**config.mk**
```make
export PLATFORM = sky130hd
export DESIGN_NAME = uart_tx_arbiter_flat
export DESIGN_NICKNAME = d
export VERILOG_FILES = /design/src/rtl/uart_tx_arbiter_pkg.sv /design/src/rtl/uart_tx_arbiter_if.sv /design/src/rtl/uart_tx_arbiter_rr_pick.sv /design/src/rtl/uart_tx_arbiter.sv /design/src/flat_wrapper.sv
export SDC_FILE = /design/constraint.sdc
export NUM_CORES = 1
export LEC_CHECK = 0
export ABC_AREA = 1
export CAP_MARGIN = 20
export CORE_MARGIN = 2
export CORE_UTILIZATION = 49
export CTS_CLUSTER_SIZE = 24
export DETAILED_ROUTE_END_ITERATION = 8
export PLACE_DENSITY_LB_ADDON = 0.15
export SETUP_SLACK_MARGIN = 0.15
export SYNTH_ARGS = -nofsm -noshare
export SYNTH_HDL_FRONTEND = slang
export SYNTH_SLANG_ARGS = --single-unit
```
**constraint.sdc**
```tcl
create_clock -name clk -period 1.9 [get_ports clk]
set_input_delay 0.57 -clock clk [delete_from_list [all_inputs] [get_ports clk]]
set_output_delay 0.57 -clock clk [all_outputs]
set_load 0.01 [all_outputs]
```
**src/rtl/uart_tx_arbiter_pkg.sv**
```systemverilog
// Shared types and constants for the UART transmit arbiter slice.
package uart_arb_pkg;

    typedef enum logic {
        ST_IDLE = 1'b0,
        ST_SEND = 1'b1
    } arb_state_t;

    // Clock frequency in MHz; the default stall limit is 1 ms of clk cycles.
    localparam int unsigned CLK_FREQ               = 27;
    localparam int unsigned DEFAULT_TIMEOUT_CYCLES = CLK_FREQ * 1000;

    function automatic int unsigned grant_w(input int unsigned n);
        return (n > 1) ? $clog2(n) : 1;
    endfunction

endpackage

```
**src/rtl/uart_tx_arbiter_if.sv**
```systemverilog
// Source-side and uart_tx-side handshake bundle of the UART transmit arbiter.
interface uart_tx_arbiter_if #(
    parameter int unsigned NUM_REQ = 4
);
    import uart_arb_pkg::*;

    localparam int unsigned GW = grant_w(NUM_REQ);

    logic [NUM_REQ-1:0]   req_valid;
    logic [8*NUM_REQ-1:0] req_data;
    logic [NUM_REQ-1:0]   req_last;
    logic [NUM_REQ-1:0]   req_enable;
    logic [NUM_REQ-1:0]   req_ready;
    logic [7:0]           tx_data;
    logic                 tx_data_valid;
    logic                 tx_data_ready;
    logic [GW-1:0]        grant_id;
    logic                 busy;
    logic                 timeout_pulse;

    modport master (
        output req_valid, req_data, req_last, req_enable, tx_data_ready,
        input  req_ready, tx_data, tx_data_valid, grant_id, busy, timeout_pulse
    );

    modport slave (
        input  req_valid, req_data, req_last, req_enable, tx_data_ready,
        output req_ready, tx_data, tx_data_valid, grant_id, busy, timeout_pulse
    );

endinterface

```
**src/rtl/uart_tx_arbiter_rr_pick.sv**
```systemverilog
// Combinational round-robin picker: first candidate found searching upward from last_grant+1.
module rr_pick
    import uart_arb_pkg::*;
#(
    parameter int unsigned NUM_REQ = 4,
    localparam int unsigned GW     = grant_w(NUM_REQ)
) (
    input  logic [NUM_REQ-1:0] candidates,
    input  logic [GW-1:0]      last_grant,
    output logic               any,
    output logic [GW-1:0]      pick_id
);

    int unsigned idx;

    always_comb begin
        any     = |candidates;
        pick_id = '0;
        idx     = '0;
        // Walk from the farthest offset inward so the nearest candidate overwrites last.
        for (int unsigned off = NUM_REQ; off >= 1; off--) begin
            idx = (32'(last_grant) + off) % NUM_REQ;
            if (candidates[idx[GW-1:0]]) begin
                pick_id = idx[GW-1:0];
            end
        end
    end

endmodule

```
**src/rtl/uart_tx_arbiter.sv**
```systemverilog
// Message-granular round-robin arbiter sharing one uart_tx among NUM_REQ sources.
module uart_tx_arbiter
    import uart_arb_pkg::*;
#(
    parameter int unsigned NUM_REQ        = 4,
    parameter int unsigned TIMEOUT_CYCLES = DEFAULT_TIMEOUT_CYCLES
) (
    input logic              clk,
    input logic              rst_n,
    uart_tx_arbiter_if.slave bus
);

    localparam int unsigned      GW         = grant_w(NUM_REQ);
    localparam bit               TIMEOUT_EN = (TIMEOUT_CYCLES > 0);
    localparam int unsigned      CNT_W      = TIMEOUT_EN ? $clog2(TIMEOUT_CYCLES + 1) : 1;
    localparam logic [CNT_W-1:0] CNT_LIMIT  = TIMEOUT_EN ? CNT_W'(TIMEOUT_CYCLES - 1) : '0;

    arb_state_t         state;
    logic [7:0]         tx_data;
    logic               tx_data_valid;
    logic [GW-1:0]      grant_id;
    logic [GW-1:0]      last_grant;
    logic               busy;
    logic               timeout_pulse;
    logic               last_flag;
    logic [CNT_W-1:0]   stall_cnt;

    logic [NUM_REQ-1:0] candidates;
    logic               any;
    logic [GW-1:0]      pick_id;
    logic               sel_valid;
    logic               sel_last;
    logic [7:0]         sel_data;
    logic               load;
    logic               xfer;
    logic               stall;
    logic               timeout_hit;
    logic [NUM_REQ-1:0] req_ready;

    assign candidates = bus.req_valid & bus.req_enable;

    rr_pick #(
        .NUM_REQ (NUM_REQ)
    ) u_pick (
        .candidates (candidates),
        .last_grant (last_grant),
        .any        (any),
        .pick_id    (pick_id)
    );

    always_comb begin
        sel_valid = 1'b0;
        sel_last  = 1'b0;
        sel_data  = '0;
        for (int unsigned i = 0; i < NUM_REQ; i++) begin
            if (grant_id == GW'(i)) begin
                sel_valid = bus.req_valid[i];
                sel_last  = bus.req_last[i];
                sel_data  = bus.req_data[8*i +: 8];
            end
        end
    end

    assign load        = busy & ~tx_data_valid & bus.tx_data_ready & sel_valid;
    assign xfer        = tx_data_valid & bus.tx_data_ready;
    assign stall       = busy & ~tx_data_valid & ~sel_valid;
    assign timeout_hit = TIMEOUT_EN && stall && (stall_cnt == CNT_LIMIT);

    always_comb begin
        req_ready = '0;
        for (int unsigned i = 0; i < NUM_REQ; i++) begin
            req_ready[i] = load && (grant_id == GW'(i));
        end
    end

    always_ff @(posedge clk or negedge rst_n) begin
        if (!rst_n) begin
            state         <= ST_IDLE;
            tx_data       <= '0;
            tx_data_valid <= 1'b0;
            grant_id      <= '0;
            last_grant    <= GW'(NUM_REQ - 1);
            busy          <= 1'b0;
            timeout_pulse <= 1'b0;
            last_flag     <= 1'b0;
            stall_cnt     <= '0;
        end else begin
            timeout_pulse <= 1'b0;
            case (state)
                ST_IDLE: begin
                    if (any) begin
                        grant_id <= pick_id;
                        busy     <= 1'b1;
                        state    <= ST_SEND;
                    end
                end
                ST_SEND: begin
                    // load and xfer are exclusive (load needs tx_data_valid low), and a
                    // stall needs req_valid low, so load always beats a timeout.
                    if (load) begin
                        tx_data       <= sel_data;
                        tx_data_valid <= 1'b1;
                        last_flag     <= sel_last;
                        stall_cnt     <= '0;
                    end else if (xfer) begin
                        tx_data_valid <= 1'b0;
                        stall_cnt     <= '0;
                        if (last_flag) begin
                            last_grant <= grant_id;
                            busy       <= 1'b0;
                            state      <= ST_IDLE;
                        end
                    end else if (timeout_hit) begin
                        timeout_pulse <= 1'b1;
                        last_grant    <= grant_id;
                        busy          <= 1'b0;
                        stall_cnt     <= '0;
                        state         <= ST_IDLE;
                    end else if (stall) begin
                        if (stall_cnt != '1) begin
                            stall_cnt <= stall_cnt + 1'b1;
                        end
                    end else begin
                        stall_cnt <= '0;
                    end
                end
                default: state <= ST_IDLE;
            endcase
        end
    end

    assign bus.req_ready     = req_ready;
    assign bus.tx_data       = tx_data;
    assign bus.tx_data_valid = tx_data_valid;
    assign bus.grant_id      = grant_id;
    assign bus.busy          = busy;
    assign bus.timeout_pulse = timeout_pulse;

endmodule
```
**src/flat_wrapper.sv**
```systemverilog
// flat-port wrapper written by rule: the top's interface ports become plain ports
module uart_tx_arbiter_flat import uart_arb_pkg::*;
#(
    parameter int unsigned NUM_REQ        = 4,
    parameter int unsigned TIMEOUT_CYCLES = DEFAULT_TIMEOUT_CYCLES
)
  (clk, rst_n, bus_req_valid, bus_req_data, bus_req_last, bus_req_enable, bus_tx_data_ready, bus_req_ready, bus_tx_data, bus_tx_data_valid, bus_grant_id, bus_busy, bus_timeout_pulse);
  uart_tx_arbiter_if #(.NUM_REQ(NUM_REQ)) bus_i ();
  input logic clk;
  input logic rst_n;
  input wire logic [$bits(bus_i.req_valid)-1:0] bus_req_valid;
  input wire logic [$bits(bus_i.req_data)-1:0] bus_req_data;
  input wire logic [$bits(bus_i.req_last)-1:0] bus_req_last;
  input wire logic [$bits(bus_i.req_enable)-1:0] bus_req_enable;
  input wire logic [$bits(bus_i.tx_data_ready)-1:0] bus_tx_data_ready;
  output wire logic [$bits(bus_i.req_ready)-1:0] bus_req_ready;
  output wire logic [$bits(bus_i.tx_data)-1:0] bus_tx_data;
  output wire logic [$bits(bus_i.tx_data_valid)-1:0] bus_tx_data_valid;
  output wire logic [$bits(bus_i.grant_id)-1:0] bus_grant_id;
  output wire logic [$bits(bus_i.busy)-1:0] bus_busy;
  output wire logic [$bits(bus_i.timeout_pulse)-1:0] bus_timeout_pulse;
  assign bus_i.req_valid = bus_req_valid;
  assign bus_i.req_data = bus_req_data;
  assign bus_i.req_last = bus_req_last;
  assign bus_i.req_enable = bus_req_enable;
  assign bus_i.tx_data_ready = bus_tx_data_ready;
  assign bus_req_ready = bus_i.req_ready;
  assign bus_tx_data = bus_i.tx_data;
  assign bus_tx_data_valid = bus_i.tx_data_valid;
  assign bus_grant_id = bus_i.grant_id;
  assign bus_busy = bus_i.busy;
  assign bus_timeout_pulse = bus_i.timeout_pulse;
  uart_tx_arbiter #(.NUM_REQ(NUM_REQ), .TIMEOUT_CYCLES(TIMEOUT_CYCLES)) u_core (.clk(clk), .rst_n(rst_n), .bus(bus_i));
endmodule
```
# Yosys cells after proc, flatten, opt, wreduce, memory -nomap -nowiden
# Cells that the tools add are included.
[op_classes]
addsub = 5
n_lt_le_gt_ge = 4
n_eq_ne = 11
muxes = 50
n_bitwise = 10
n_reduce_logical = 15
[ops]
columns = ["operator", "count"]
rows = [
  ["$mux W15", 5],
  ["$mux W8", 4],
  ["$mux W1", 28],
  ["$add A15 B1 Y15 const B", 1],
  ["$eq A15 B15 Y1 const B", 1],
  ["$ne A15 B15 Y1 const B", 1],
  ["$mux W2", 7],
  ["$lt A2 B3 Y1 const B", 4],
  ["$bmux W1 S2", 4],
  ["$reduce_and A2 Y1", 4],
  ["$reduce_and A4 Y1", 2],
  ["$ne A3 B3 Y1 const B", 2],
  ["$and A1 B1 Y1", 5],
  ["$logic_and A1 B1 Y1", 5],
  ["$ne A5 B3 Y1 const B", 1],
  ["$add A2 B1 Y2 const B", 2],
  ["$add A2 B2 Y2 const B", 2],
  ["$and A4 B4 Y4", 1],
  ["$eq A2 B2 Y1 const B", 2],
  ["$ne A2 B1 Y1 const B", 2],
  ["$not A1 Y1", 4],
  ["$pmux W1 S2", 2],
  ["$reduce_bool A2 Y1", 2],
  ["$reduce_or A4 Y1", 1],
  ["3 further kinds", 3],
]
[word_totals]
ff_bits = 32
input_bits = 47
output_inout_bits = 17
wordCells = 104

# Logic depth before layout (Yosys ltp)
# Gate-level depths: netlist of the first run.
[depth]
word_depth = 12
depth_mapped = 12
ltp_nobuf = 11

# Cells and area by module
# From an unflattened synthesis of the first run, not the netlist that was laid out.
[unflattened]
cells_unflattened = 373
hier_area_um2 = 2666.3
[modules_own_cells]
columns = ["mod", "instances", "cells_per_inst", "area_per_inst_um2", "seq_area_each_um2"]
rows = [
  ["uart_tx_arbiter", 1, 322, 2399.8, 803.3],
  ["rr_pick", 1, 51, 266.5, 0.0],
]

# Worst setup path before layout of the first run
# Ideal clock, no wire load.
[synth_path]
kind = "flip-flop to output port"
startpoint = "register u_core.grant_id[1], in the netlist u_core.bus.grant_id[1]"
endpoint = "output port bus_req_ready[0]"
arrival_ps = 1262
required_ps = 1330
setup_slack_ps = 68
path_stages_with_launch = 7
path_cell_list = "dfrtp_1 buf_6 nor2_8 nand2_2 nand4_4 nand2_4 nor3_1"
[synth_via]
elab_chain_len = 7
[synth_rtl]
columns = ["item", "line", "source"]
rows = [
  ["start, declared", "uart_tx_arbiter.sv:21", "logic [GW-1:0] grant_id;"],
  ["start signal, assigned", "uart_tx_arbiter.sv:92", "grant_id <= pick_id;"],
  ["$logic_not A2 Y1", "uart_tx_arbiter.sv:56, uart_tx_arbiter.sv:72", ""],
  ["$mux W1 (4 in series)", "uart_tx_arbiter.sv:56", "if (grant_id == GW'(i)) begin"],
  ["$and A1 B1 Y1", "uart_tx_arbiter.sv:64", "assign load = busy & ~tx_data_valid & bus.tx_data_ready & sel_valid;"],
  ["$logic_and A1 B1 Y1 *", "uart_tx_arbiter.sv:72", "req_ready[i] = load && (grant_id == GW'(i));"],
  ["end, declared", "flat_wrapper.sv:16", "output wire logic [$bits(bus_i.req_ready)-1:0] bus_req_ready;"],
]
# Every way passes the cells marked *; elsewhere a longest branch is shown, timed or not.

# Final worst setup path of the first run
# Ends and elaborated chain as after synthesis.

==> metrics list, run 1 <==
- Synthesized area divided by synthesized cell count: 6.914 um^2
* Clock latency at the later pin of the worst-skew pair: about 300 ps
- Detail Placement HPWL: 5.186 mm
- Wire length of the first global-routing pass: 11.23 mm
* Clock Sinks: 32
* Synthesized cell area: 2420 um^2
* Global route hottest layer: met2
- Post-synth cell types: 35
- Critical path start-end classification: register to primary output
- Number of global-route vias before repair: 2628
* Multi-input gate area: 1501 um^2
* Outcome: complete, but fails checks
- Counting flops and latches in the post-synthesis netlist gives 32.
- Final number of hold-violating endpoints: 0
* Filler instances: around 400
* Critical path arrival: 1490 ps
* Total area of sequential cells: approximately 810 um^2
- After synthesis, flip-flops and latches occupy roughly 33% of the total area.
- Max frequency: 485.0 MHz
- The worst hold path passes through 2 cells.
- The initial antenna violation count was 0.
- In this run the vertical extent of the chip is roughly 74 um.
- Hold EP: u_core.bus.tx_data[0]$_DFFE_PN0P_
- The checks that failed: negative setup slack.
- Top library cells by usage in the layout, fill and taps aside: sky130_fd_sc_hd__nand2_1 (115), sky130_fd_sc_hd__nand3_1 (48), sky130_fd_sc_hd__clkdlybuf4s50_1 (41), sky130_fd_sc_hd__buf_4 (37), sky130_fd_sc_hd__dfrtp_1 (28)
- For this run, design rule violations remaining after detail routing come to 0.
- TritonCTS built the clock tree.
* Top fanout value on the critical path: 7
- Class of the tightest hold or removal check: register to register
- After clock tree synthesis, the clock-pin slew on the worst setup and hold paths is ~80 ps.
* Met1 GRT Util: 33.47%
* Unrepaired setup endpoints after global routing: yes
- The library cell used most frequently in the layout, excluding fill and tap cells, is sky130_fd_sc_hd__nand2_1.
* Critical register-to-register path endpoint: u_core.stall_cnt[9]$_DFFE_PN0P_
* Period minus WS final: around 2100 ps
- Site Rows: 25
- Gate Count Post-Synth: 350
- I/O Pins: 64
- Final Worst Setup Slack: -162.0 ps
* Number of nets with antenna violations after routing: 0
- Pins Over Slew Limit: 0
- The clock arrives with 12.75 ps of skew.
* Number of clock buffers inserted by TritonCTS: 5
* R2r setup slk: 100 ps
* Max-slew headroom: a little under three quarters
* Number of design-rule violations left by the first detailed-router iteration: roughly 170
- The post-route netlist has 26.74% of its cells at a drive strength greater than 1.
- Total number of nets in the final design: 507
- Cell Count Post-Placement: 507
- Total overflow reported by the global router: 0
* Starting density of the core: about 51%
- At the pin with the least slew margin, the transition time is 422.5 ps.
- The clock tree synthesis step divided the H-tree into 2 levels.
- Antenna diode count: 0
* Total negative slack for setup checks: -600.9 ps
- The congestion estimate from routability-driven global placement came to around 0.94.
* Post-layout utilization of the core: 75.53%
- Met2 global-route usage: 44.05%
- In the synthesized netlist the dominant register cell turns out to be sky130_fd_sc_hd__dfrtp_1.
- Share of the clock period used by the worst path: 108.5%
* Required time at the worst-slack endpoint: 1330 ps
* Cell Pwr Density: ~1100 nW/um^2
- Peak VDD IR: 747.2 uV
* Maximum number of pins on one net before global-route repair: 27
- Clock tree buffer depth: 2
- After detailed routing, the total wire length is 6.966 mm.
- After floorplanning, the core was sized to cover 4755 um^2.
* Routed length per placed instance: 13.22 um
- Clock Root Buffer: sky130_fd_sc_hd__clkbuf_8
- In this run the static leakage power is 1.700 nW.
* Final cell count without fillers: 527
- Cell count of the worst reg-to-reg path: 11
- Crit start category: register
* Met3 demand-to-capacity share in global routing: 7.182%
* Type of element capturing the critical path: primary output
- Setup violations remaining at the end of the flow were counted as 4.
* Routed via count: between 2k and 3k
- IO buf count: 63
* Nets in the synthesized netlist: 398
- Die outline area: about 5500 um^2
- Maxcap violations: 0
- In this run the most critical hold path is launched from u_core.bus.tx_data[0]$_DFFE_PN0P_.
* Layout overhead on the synthesized area: 48.40%
- Before antenna repair, the detailed router went through 4 iterations.
- Measured along the x axis, the die boundary spans 74.28 um.
- Launching point of the worst reg2reg path: u_core.bus.grant_id[0]$_DFFE_PN0P_
- Overall global routing resource usage: 26.24%
- After synthesis, the share of flip-flops with an asynchronous set or reset is 100.0%.
- Synthesis Warnings: 0
- Avg Vias per Cell: 5.241
* Number of flops mapped to enable cells by yosys: 0
[report_power, final]
part | switching (mW) | internal [mW]
combinational | 1.34 | 1.11
clock | 0.294 | 0.259
sequential | 0.192 | 0.862
[worst max path at each step]
stage	cells past startpoint	startpoint	slack [ps]	endpoint
2_1_floorplan	6	u_core.bus.grant_id[1]$_DFFE_PN0P_	70	bus_req_ready[0]
3_3_place_gp	6	bus_req_valid[2]	-830	bus_req_ready[0]
3_5_place_dp	6	bus_req_valid[2]	-850	bus_req_ready[0]
4_1_cts	7	u_core.bus.grant_id[1]$_DFFE_PN0P_	-220	bus_req_ready[0]
5_1_grt	7	u_core.bus.grant_id[1]$_DFFE_PN0P_	-230	bus_req_ready[1]
6_report	5	u_core.bus.grant_id[1]$_DFFE_PN0P_	-160	bus_req_ready[0]
[sequential cells by signal, summed over array words and instances, names as in the netlist]
| register | cells |
|---|---|
| u_core.bus.busy | 1 |
| u_core.bus.grant_id | 2 |
| u_core.bus.timeout_pulse | 1 |
| u_core.bus.tx_data | 8 |
| u_core.bus.tx_data_valid | 1 |
| u_core.last_flag | 1 |
| u_core.last_grant | 2 |
| u_core.stall_cnt | 15 |
| u_core.state | 1 |
[what timing repair did]
item / CTS / global route
pin swaps: 6 / 7
hold endpoints to repair: 0 / 0
endpoints found under the setup margin: 42 / 25
hold buffers: 0 / 0
buffers inserted: 3 / 9
gates resized for setup: 45 / 31
[stage by stage]
step                worst slack [ps]  hold slack, ps  power [mW]  cell area (um^2)
CTS                           -217.0           490.2       3.797              3450
finish                        -162.0           499.6       4.057              3591
global placement              -828.9           466.3       3.174              3336
floorplan                      68.29           274.4       2.331              2420
global route                  -227.3           524.8       4.340              3591
detailed placement            -845.8           473.5       3.227              3336
[routing by layer]
metal  wire [um]  share of wire (%)
met1        2965                 43
met2        3293                 47
met3         613                8.8
met4          94                1.3
met5           0                  0
[layout make-up]
type                    count  area share [%]
clock buffers               5           1.916
well taps                  67           2.334
repair buffers            110           27.56
inverters                  28           3.275
multi-input cells         282           41.81
flip-flops and latches     32           22.44
clock inverters             3          0.6620
[cell usage after synthesis (4+ instances only)]
| cell | number | area share (%) |
|---|---|---|
| sky130_fd_sc_hd__nand2_1 | 117 | 18 |
| sky130_fd_sc_hd__nand3_1 | 49 | 10 |
| sky130_fd_sc_hd__nor2_1 | 31 | 4.8 |
| sky130_fd_sc_hd__dfrtp_1 | 30 | 31 |
| sky130_fd_sc_hd__inv_1 | 24 | 3.7 |
| sky130_fd_sc_hd__o21ai_2 | 16 | 5.8 |
| sky130_fd_sc_hd__a21oi_1 | 12 | 2.5 |
| sky130_fd_sc_hd__nand2_2 | 8 | 2.1 |
| sky130_fd_sc_hd__nand4_1 | 7 | 1.8 |
| sky130_fd_sc_hd__nor2_2 | 5 | 1.3 |
| sky130_fd_sc_hd__o21ai_0 | 5 | 1.0 |
| sky130_fd_sc_hd__xor2_1 | 5 | 1.8 |
| sky130_fd_sc_hd__buf_6 | 4 | 1.9 |
| sky130_fd_sc_hd__nor3_1 | 4 | 0.83 |
[critical path: stages (launching register included)]
cell and delay [ps]:
sky130_fd_sc_hd__dfrtp_2 520, sky130_fd_sc_hd__buf_6 160, sky130_fd_sc_hd__buf_6 100, sky130_fd_sc_hd__buf_6 120, sky130_fd_sc_hd__nor3_4 150, sky130_fd_sc_hd__buf_2 140
[cell families after synthesis]
family	count (synthesis)	share of synthesized area, %
AO/OA/AOI/OAI	40	11.12
XOR/XNOR	7	2.534
adder cells (fa/ha/maj)	1	0.5170
buffers and inverters	36	7.497
flip-flops	32	33.20
AND/OR/NAND/NOR	234	45.14
No activity file was read; power rests on OpenSTA's default activity.
==> run 2: changes to the inputs <==
--- a/config.mk
+++ b/config.mk
@@ -11,6 +11,7 @@
 export CORE_UTILIZATION = 49
 export CTS_CLUSTER_SIZE = 24
 export DETAILED_ROUTE_END_ITERATION = 8
+export GPL_ROUTABILITY_DRIVEN = 0
 export PLACE_DENSITY_LB_ADDON = 0.15
 export SETUP_SLACK_MARGIN = 0.15
 export SYNTH_ARGS = -nofsm -noshare
==> run 2 against run 1 <==
Against the previous run: the flow still finishes with violations (negative setup slack); register-to-register slack lost 120 ps; critical path depth grew 2; die area unchanged; sequential share of layout area is 0.87 points lower; first-iteration DRC count grew 23%; power rose by 8.7%; combinational power rose by 7%; count of clock-buffer cells in the layout up 2; final cell count up 0.95%; largest power group unchanged; highest routed layer unchanged.
==> metrics list, run 2 (synthesis gave the netlist of run 1 again) <==
- Outcome: complete, but fails checks
- Violations in the final reports: negative setup slack
- Gate family responsible for the most delay along the worst path: flip-flops
* Top flop regs: u_core.stall_cnt (15), u_core.bus.tx_data (8)
* Total negative slack for setup checks: -663.0 ps (-62.13 ps)
* Internal power summed over all cells: 2.537 mW (+14%)
- Site Rows: 25 (unchanged)
- Number of failing setup endpoints in the final timing report: 8 (+4)
- Total number of nets in the final design: 512 (+0.99%)
- Post-layout utilization of the core: 78.71% (+3.2 points)
* Post-CTS clock slew at the launch and capture registers of the worst setup and hold paths: 70 ps (about the same)
- The delay contributed by the slowest stage of the critical path was 520 ps (about the same).
- The worst setup path is launched from a register.
- Compared with the post-synthesis result, the final layout area differs by 54.65%.
- Overall global routing resource usage: 26.49% (+0.25 points)
- Clock tree buffer depth: 2 (unchanged)
- The final worst clock skew was 11.13 ps (-1.617 ps).
- Period minus WS final: 2076 ps (+13.82 ps)
- I/O Pins: 64 (unchanged)
- The register with the most flip-flops in the final layout is u_core.stall_cnt.
- Reg power frac: 24.2% (-1.8 points)
- The path class of the tightest hold or removal check is register to register.
- Leakage component of the power: 1.789 nW (+5.3%)
- Switching power of the nets: 1.873 mW (+2.3%)
- The vertical die dimension came to 74.28 um (unchanged).
- Clock latency at the later pin of the worst-skew pair: 300 ps (about the same)
- The data arrival time of the critical path was 1510 ps (+20 ps).
- TritonCTS built the clock tree.
* Peak VDD IR: 937.9 uV (+26%)
* Number of hold buffers added after cts: 0 (unchanged)
* Pins Over Slew Limit: 0 (unchanged)
- Number of design-rule violations left by the first detailed-router iteration: 205 (+23%)
- CP most frequent cell: sky130_fd_sc_hd__nand2_4
* Detail Placement HPWL: 4.892 mm (-5.7%)
- The die width is 74.28 um (unchanged).
* Total Routed Length: 7.055 mm (+1.3%)
- Leaving out fill and tap cells, the most frequent cell in the layout is sky130_fd_sc_hd__nand2_1.
* Starting density of the core: 50.89% (unchanged)
* Core box area: 4755 um^2 (unchanged)
- STA classifies the critical path endpoint as a primary output.
* Maxcap violations: 0 (unchanged)
- Max-slew headroom: 73.38% (+1.6 points)
- The vias after detailed routing was 2721 (-1.5%).
* IO buf count: 63 (unchanged)
- The number of DRC violations after detailed routing is 0 (unchanged).
- Cell Pwr Density: 1178 nW/um^2 (+4.3%)
* H-tree Lvls: 2 (unchanged)
- The transition time at the pin with the least slew margin is 398.2 ps (-24.25 ps).
- The post-route fraction of the period consumed by the critical path came to 109.3% (+0.73 points).
- Clock power frac: 16.6% (+3.0 points)
- Critical path, cell by cell: nand2_4 -> inv_4 -> nand2_4 -> nand4_4 -> nand2_4 -> nor3_2 -> buf_2
- Number of nets with antenna violations after routing: 0 (unchanged)
* Avg Vias per Cell: 5.115 (-2.4%)
- The count of buffering cells on the critical path with inverters included is 2 (-2).
- Number of antenna violations at the first check in global routing: 0 (unchanged)
* Antenna diode count: 0 (unchanged)
- Max reg flops: 15 (unchanged)
- The clock sink total is 32 (unchanged).
- Max frequency: 481.7 MHz (-0.67%)
- The share of power burned in combinational logic was 59.2% (-1.2 points).
* Number of clock buffers inserted by TritonCTS: 5 (unchanged)
- The maximum fanout encountered on the critical timing path is 6 (-1).
* Critical path start-end classification: register to primary output
* Ratio of cells with drive above 1 in the final layout: 31.40% (+4.7 points)
- Wire length of the first global-routing pass: 11.25 mm (+0.12%)
- Crit-path slowest cell: sky130_fd_sc_hd__dfrtp_2
* Final number of hold-violating endpoints: 0 (unchanged)
- The net switching share of the total power came to 42.46% (-2.6 points).
- Required time at the worst-slack endpoint: 1330 ps (about the same)
* Die outline area: 5517 um^2 (unchanged)
- Clock Root Buffer: sky130_fd_sc_hd__clkbuf_8
- Router iterations before antenna repair: 5 (+1)
- Total overflow reported by the global router: 0 (unchanged)
* Number of global-route vias before repair: 2514 (-4.3%)
- In the layout the commonest cells are sky130_fd_sc_hd__nand2_1 (104), sky130_fd_sc_hd__nand3_1 (45), sky130_fd_sc_hd__buf_4 (41), sky130_fd_sc_hd__clkdlybuf4s50_1 (39), sky130_fd_sc_hd__dfrtp_1 (27).
- Unrepaired setup endpoints after global routing: yes
- Maximum number of pins on one net before global-route repair: 33 (+22%)
- Final Worst Setup Slack: -175.8 ps (-13.82 ps)
- The routed length per instance is 13.26 um (+0.33%).
-- run 2: cell types whose count changed in the layout (fill, tap and decap cells not counted), sizes merged, moves of 2 or more --
cell	change
dlymetal6s2s	+3
buf	+4
clkbuf	+2
clkinvlp	-2
clkdlybuf4s50	-2
-- run 2: cell type report --
cell class,instances,area (um^2)
multi-input cells,282,1562
repair buffers,115,1046
fillers,353,1012
flip-flops and latches,32,807.0
inverters,28,117.6
clock buffers,7,96.34
well taps,67,83.83
clock inverters,1,30.03
-- run 2: path summary, 6_finish.rpt --
check / cells past startpoint / slack (ps) / from / to
setup / recovery: 7 / -180 / u_core.bus.grant_id[1]$_DFFE_PN0P_ / bus_req_ready[2]
setup reg to reg: 13 / -20 / u_core.bus.grant_id[0]$_DFFE_PN0P_ / u_core.stall_cnt[5]$_DFFE_PN0P_
hold reg to reg: 2 / 480 / u_core.bus.tx_data[4]$_DFFE_PN0P_ / u_core.bus.tx_data[4]$_DFFE_PN0P_
max in group asynchronous: 2 / 1020 / rst_n / u_core.last_grant[1]$_DFFE_PN1P_
min in group asynchronous: 2 / 630 / rst_n / u_core.bus.timeout_pulse$_DFF_PN0_
hold / removal: 2 / 480 / u_core.bus.tx_data[4]$_DFFE_PN0P_ / u_core.bus.tx_data[4]$_DFFE_PN0P_
-- run 2: worst min-delay path: cells and delay by family (launching register included) --
family,cells,cell delay [ps]
compound gates,1,40
flops,1,350
simple gates,1,60
-- run 2: per-layer routing --
layer  track usage [%]  vias up  routed length (um)
met3             8.537       19                 603
li1                  -     1367                   -
met4             9.127        0                 165
met2             39.68      116                3141
met1             36.26     1219                3145
met5                 0        -                   0
-- run 2: power groups by stage --
| stage | Sequential, mW | Combinational [mW] | Clock, mW |
|---|---|---|---|
| 2_1_floorplan | 1.02 | 1.31 | 0 |
| 3_3_place_gp | 1.05 | 2.18 | 0 |
| 3_5_place_dp | 1.05 | 2.21 | 0 |
| 4_1_cts | 1.05 | 2.30 | 0.732 |
| 5_1_grt | 1.09 | 2.85 | 0.765 |
| 6_report | 1.07 | 2.61 | 0.730 |
-- run 2: repair_timing --
item | in CTS | in global routing
resized for setup | 50 | 47
buffers inserted | 4 | 10
endpoints found under the setup margin | 44 | 35
hold endpoints to repair | 0 | 0
pin swaps | 8 | 11
-- run 2: stage by stage --
stage	instance area, um^2	setup slack (ps)	hold slack [ps]	total power [mW]	instances
3_5_place_dp	3358	-869.2	474.8	3.260	510
4_1_cts	3545	-213.8	483.8	4.085	522
2_1_floorplan	2420	68.29	274.4	2.331	350
5_1_grt	3742	-229.8	511.3	4.709	532
6_report	3742	-175.8	481.2	4.410	532
3_3_place_gp	3358	-826.7	465.4	3.228	510
==> run 3: changes to the inputs <==
--- a/config.mk
+++ b/config.mk
@@ -5,10 +5,10 @@
 export SDC_FILE = /design/constraint.sdc
 export NUM_CORES = 1
 export LEC_CHECK = 0
-export ABC_AREA = 1
+export ABC_CLOCK_PERIOD_IN_PS = 1900
 export CAP_MARGIN = 20
 export CORE_MARGIN = 2
-export CORE_UTILIZATION = 49
+export CORE_UTILIZATION = 46
 export CTS_CLUSTER_SIZE = 24
 export DETAILED_ROUTE_END_ITERATION = 8
 export GPL_ROUTABILITY_DRIVEN = 0
==> run 3 against run 2 <==
Against the previous run: maximum frequency is 11% lower; clock power fell by 28%; hold slack improved by 27 ps; final cell count fell by 34%; die area shrank 12%; the run still ends with negative setup slack left; flip-flop and latch count stayed put; synthesized area down 18%; global-route usage rose by 1.0 points; wire length shrank 3.3%.
==> metrics list, run 3 <==
- Most common library cell in the layout ignoring fill and taps: sky130_fd_sc_hd__clkdlybuf4s50_1
- Fraction of post-synthesis cell area in the top cell type by area: 37.85% (+6.8 points)
- Class of the tightest hold or removal check: register to register
- The wire length of the first global-routing pass came to 10.47 mm (-6.9%).
* Total number of nets in the final design: 349 (-32%)
- The first-pass iteration count of the detailed router was 4 (-1).
- Pins Over Slew Limit: 0 (unchanged)
- The minimum period implied by the final worst setup slack came to 2339 ps (+263.2 ps).
- The transition time at the pin with the least slew margin is 331.9 ps (-66.27 ps).
- The post-detailed-route count of antenna-violating nets is 0 (unchanged).
* Post-synth top flop: sky130_fd_sc_hd__dfrtp_1
* Layout Cell Area excl Fill: 3436 um^2 (-8.2%)
- The effective utilization at floorplan came to 48.53% (-2.4 points).
- Die outline area: 4853 um^2 (-12%)
- The clock edge transition at the registers on the reported setup and hold paths was 70 ps (about the same).
- The total grt overflow is 0 (unchanged).
- The number of primary I/O pins is 64 (unchanged).
- The mean cell area of the mapped netlist was 11.08 um^2 (+60%).
- Clock latency at the later pin of the worst-skew pair: 290 ps (about the same)
- The power density normalized to cell area is 1163 nW/um^2 (-1.3%).
- The half-perimeter wire length of the detailed placement result was 4.138 mm (-15%).
- The register area was 805.8 um^2 (-0.16%).
- Layout overhead on the synthesized area: 73.25%
* Register with the most flip-flops: u_core.stall_cnt
- The largest registers in the layout are u_core.stall_cnt (15), u_core.bus.tx_data (8).
- Top fanout value on the critical path: 3 (-3)
* Number of flops mapped to enable cells by yosys: 0 (unchanged)
- Number of cells traversed by the worst hold path: 1 (-1)
- The summed instance area of the synthesized netlist is 1983 um^2 (-18%).
- Final number of hold-violating endpoints: 0 (unchanged)
- H-tree Lvls: 2 (unchanged)
- Max reg flops: 15 (unchanged)
* Max-slew headroom: 77.64% (+4.3 points)
- The depth of the most critical reg-to-reg path came to 9 (-4).
* Synthesis Warnings: 0 (unchanged)
- sky130_fd_sc_hd__dfrtp_1 takes more of the synthesized area than any other cell.
- The post-route worst hold slack came to 507.8 ps (+26.60 ps).
* Number of failing setup endpoints in the final timing report: 33 (+25)
* Clock Root Buffer: sky130_fd_sc_hd__clkbuf_8
- Number of clock buffers inserted by TritonCTS: 5 (unchanged)
- Number of design-rule violations left by the first detailed-router iteration: 197 (-3.9%)
* Filler instances: 221 (-37%)
* Number of global-route vias before repair: 2093 (-17%)
- The async set or reset register ratio after synthesis is 100.0% (unchanged).
- Antenna diode count: 0 (unchanged)
- The initial antenna violation count is 0 (unchanged).
- Width of the die: 69.66 um (-6.2%)
- The total of flip-flops plus latches after synthesis came to 32 (unchanged).
* Critical path arrival: 1770 ps (+260 ps)
* Max frequency: 427.5 MHz (-11%)
- The area of the multi-input gates came to 1295 um^2 (-17%).
- Violations in the final reports: negative setup slack
- Most common cell in the synthesized netlist: sky130_fd_sc_hd__dfrtp_1
- The post-route fraction of the period consumed by the critical path was 123.1% (+14 points).
- Leading cell types by total area after synthesis: sky130_fd_sc_hd__dfrtp_1 (38%), sky130_fd_sc_hd__mux4_2 (10%), sky130_fd_sc_hd__mux2_2 (5.7%)
* Instance area after placement: 3059 um^2 (-8.9%)
- Setup repair after global routing could not meet its margin everywhere.
- Layout Skew: 8.607 ps (-2.526 ps)
* Post-synth cell types: 57 (+63%)
- The vertical die dimension is 69.66 um (-6.2%).
* Top library cells by usage in the layout, fill and taps aside: sky130_fd_sc_hd__clkdlybuf4s50_1 (41), sky130_fd_sc_hd__buf_4 (40), sky130_fd_sc_hd__dfrtp_1 (28), sky130_fd_sc_hd__nand2_1 (17), sky130_fd_sc_hd__buf_6 (14)
- Routed length per placed instance: 19.37 um (+46%)
- Clock tree from TritonCTS: yes
- The max capacitance violation total was 0 (unchanged).
- Outcome: complete, but fails checks
* Core box area: 4086 um^2 (-14%)
* Clock tree buffer depth: 2 (unchanged)
* Required time at the worst-slack endpoint: 1330 ps (about the same)
* Avg Vias per Cell: 5.813 (+14%)
- The vias after detailed routing is 2046 (-25%).
* Critical path start-end classification: register to primary output
- The number of I/O port buffers is 63 (unchanged).
- Total negative slack for setup checks: -4780 ps (-4116 ps)
* Nets in the synthesized netlist: 227 (-43%)
- The hold-fix buffer count after cts came to 0 (unchanged).
* Overall global routing resource usage: 27.53% (+1.0 points)
- The fraction of layout cells with a size suffix above 1 was 42.72% (+11 points).
* Synth top cells by count: sky130_fd_sc_hd__dfrtp_1 (30), sky130_fd_sc_hd__nand2_1 (21), sky130_fd_sc_hd__o21ai_0 (13)
- The maximum number of pins on one net before global-route repair came to 33 (unchanged).
- The post-route core utilization was 84.08% (+5.4 points).
* Leakage component of the power: 1.569 nW (-12%)
* Final Worst Setup Slack: -439.0 ps (-263.2 ps)
- Total Routed Length: 6.819 mm (-3.3%)
- The worst setup path is launched from a register.
* R2r setup slk: -170 ps (-150 ps)
* Peak VDD IR: 887.8 uV (-5.3%)
* Clock Sinks: 32 (unchanged)
- Type of element capturing the critical path: primary output
- Proportion of synthesized chip area in sequential cells: 40.50% (+7.3 points)
- Site Rows: 23 (-8.0%)
- Gate Count Post-Synth: 179 (-49%)
- The number of DRC violations after detailed routing is 0 (unchanged).
==> run 3: cell count changes in the layout (fill, tap and decap cells not counted), moves of 7 or more <==
cell,change
sky130_fd_sc_hd__nand2_1,-87
sky130_fd_sc_hd__a21oi_1,-11
sky130_fd_sc_hd__mux2_4,+11
sky130_fd_sc_hd__mux4_2,+9
sky130_fd_sc_hd__nand2_2,-14
sky130_fd_sc_hd__o21ai_2,-13
sky130_fd_sc_hd__nor2_1,-19
sky130_fd_sc_hd__dlygate4sd2_1,-8
sky130_fd_sc_hd__nor2_2,-9
sky130_fd_sc_hd__inv_1,-17
sky130_fd_sc_hd__nand3_1,-39
sky130_fd_sc_hd__nand2_4,-7
==> run 3: worst paths after layout <==
kind,startpoint,to
max in group asynchronous,rst_n,u_core.last_grant[1]$_DFFE_PN1P_
max,u_core.bus.grant_id[0]$_DFFE_PN0P_,bus_req_ready[0]
min,u_core.bus.tx_data[3]$_DFFE_PN0P_,u_core.bus.tx_data[3]$_DFFE_PN0P_
min in group asynchronous,rst_n,u_core.stall_cnt[5]$_DFFE_PN0P_
min reg2reg,u_core.bus.tx_data[3]$_DFFE_PN0P_,u_core.bus.tx_data[3]$_DFFE_PN0P_
max reg2reg,u_core.bus.grant_id[0]$_DFFE_PN0P_,u_core.last_grant[0]$_DFFE_PN1P_
==> run 3: cell type report <==
cell class              instances  area share (%)
multi-input cells             137           37.69
repair buffers                121           34.23
flip-flops and latches         32           23.45
clock buffers                   7           2.221
well taps                      50           1.821
inverters                       4          0.4370
clock inverters                 1          0.1457
==> run 3: where the power goes <==
part           internal (mW)  leakage (nW)  total [mW]  switching, mW
Clock                  0.257        0.0422       0.525          0.267
Combinational           1.41          1.12        2.41           1.00
Sequential             0.888         0.406        1.06          0.170
==> run 3: cell families (layout without fill, tap and decap cells) <==
family,count (synthesis),count (layout),share of synthesized area (%)
buffers and inverters,10,133,2.586
AOI/OAI and AO/OA,40,40,14.76
muxes,23,23,19.24
adders and majority gates,1,1,0.6308
xor gates and xnor gates,5,5,2.208
and+or+nand+nor,68,68,20.06
DFF,32,32,40.50
==> run 3: worst max-delay path, stage by stage (launching register included) <==
cell,delay [ps]
sky130_fd_sc_hd__dfrtp_2,450
sky130_fd_sc_hd__mux2i_4,260
sky130_fd_sc_hd__nor2_1,60
sky130_fd_sc_hd__o2111a_2,310
sky130_fd_sc_hd__buf_6,130
sky130_fd_sc_hd__nor3b_2,140
sky130_fd_sc_hd__buf_2,130
==> run 3: repair_timing <==
item,CTS,global route
pin swaps,5,4
gates cloned,1,0
resized for setup,71,28
setup endpoints to repair,42,42
setup buffers,8,4
==> run 3: metrics by stage <==
step           total power, mW  worst slack (ps)  cells
2_1_floorplan            2.087            -27.63    179
3_3_place_gp             2.898             -1005    331
3_5_place_dp             2.939             -1045    331
4_1_cts                  3.805            -406.6    348
5_1_grt                  4.192            -501.7    352
6_report                 3.995            -439.0    352
==> run 3: routing by layer <==
metal  global-route usage [%]  routed length, um  up-vias  part of all wire, %
met5                        0                  0        -                    0
met4                    13.89                233        0                  3.4
met3                    5.669                363       24                  5.3
met2                    45.51               3559       92                   52
met1                    34.18               2662     1003                   39
li1                         -                  -      927                    -
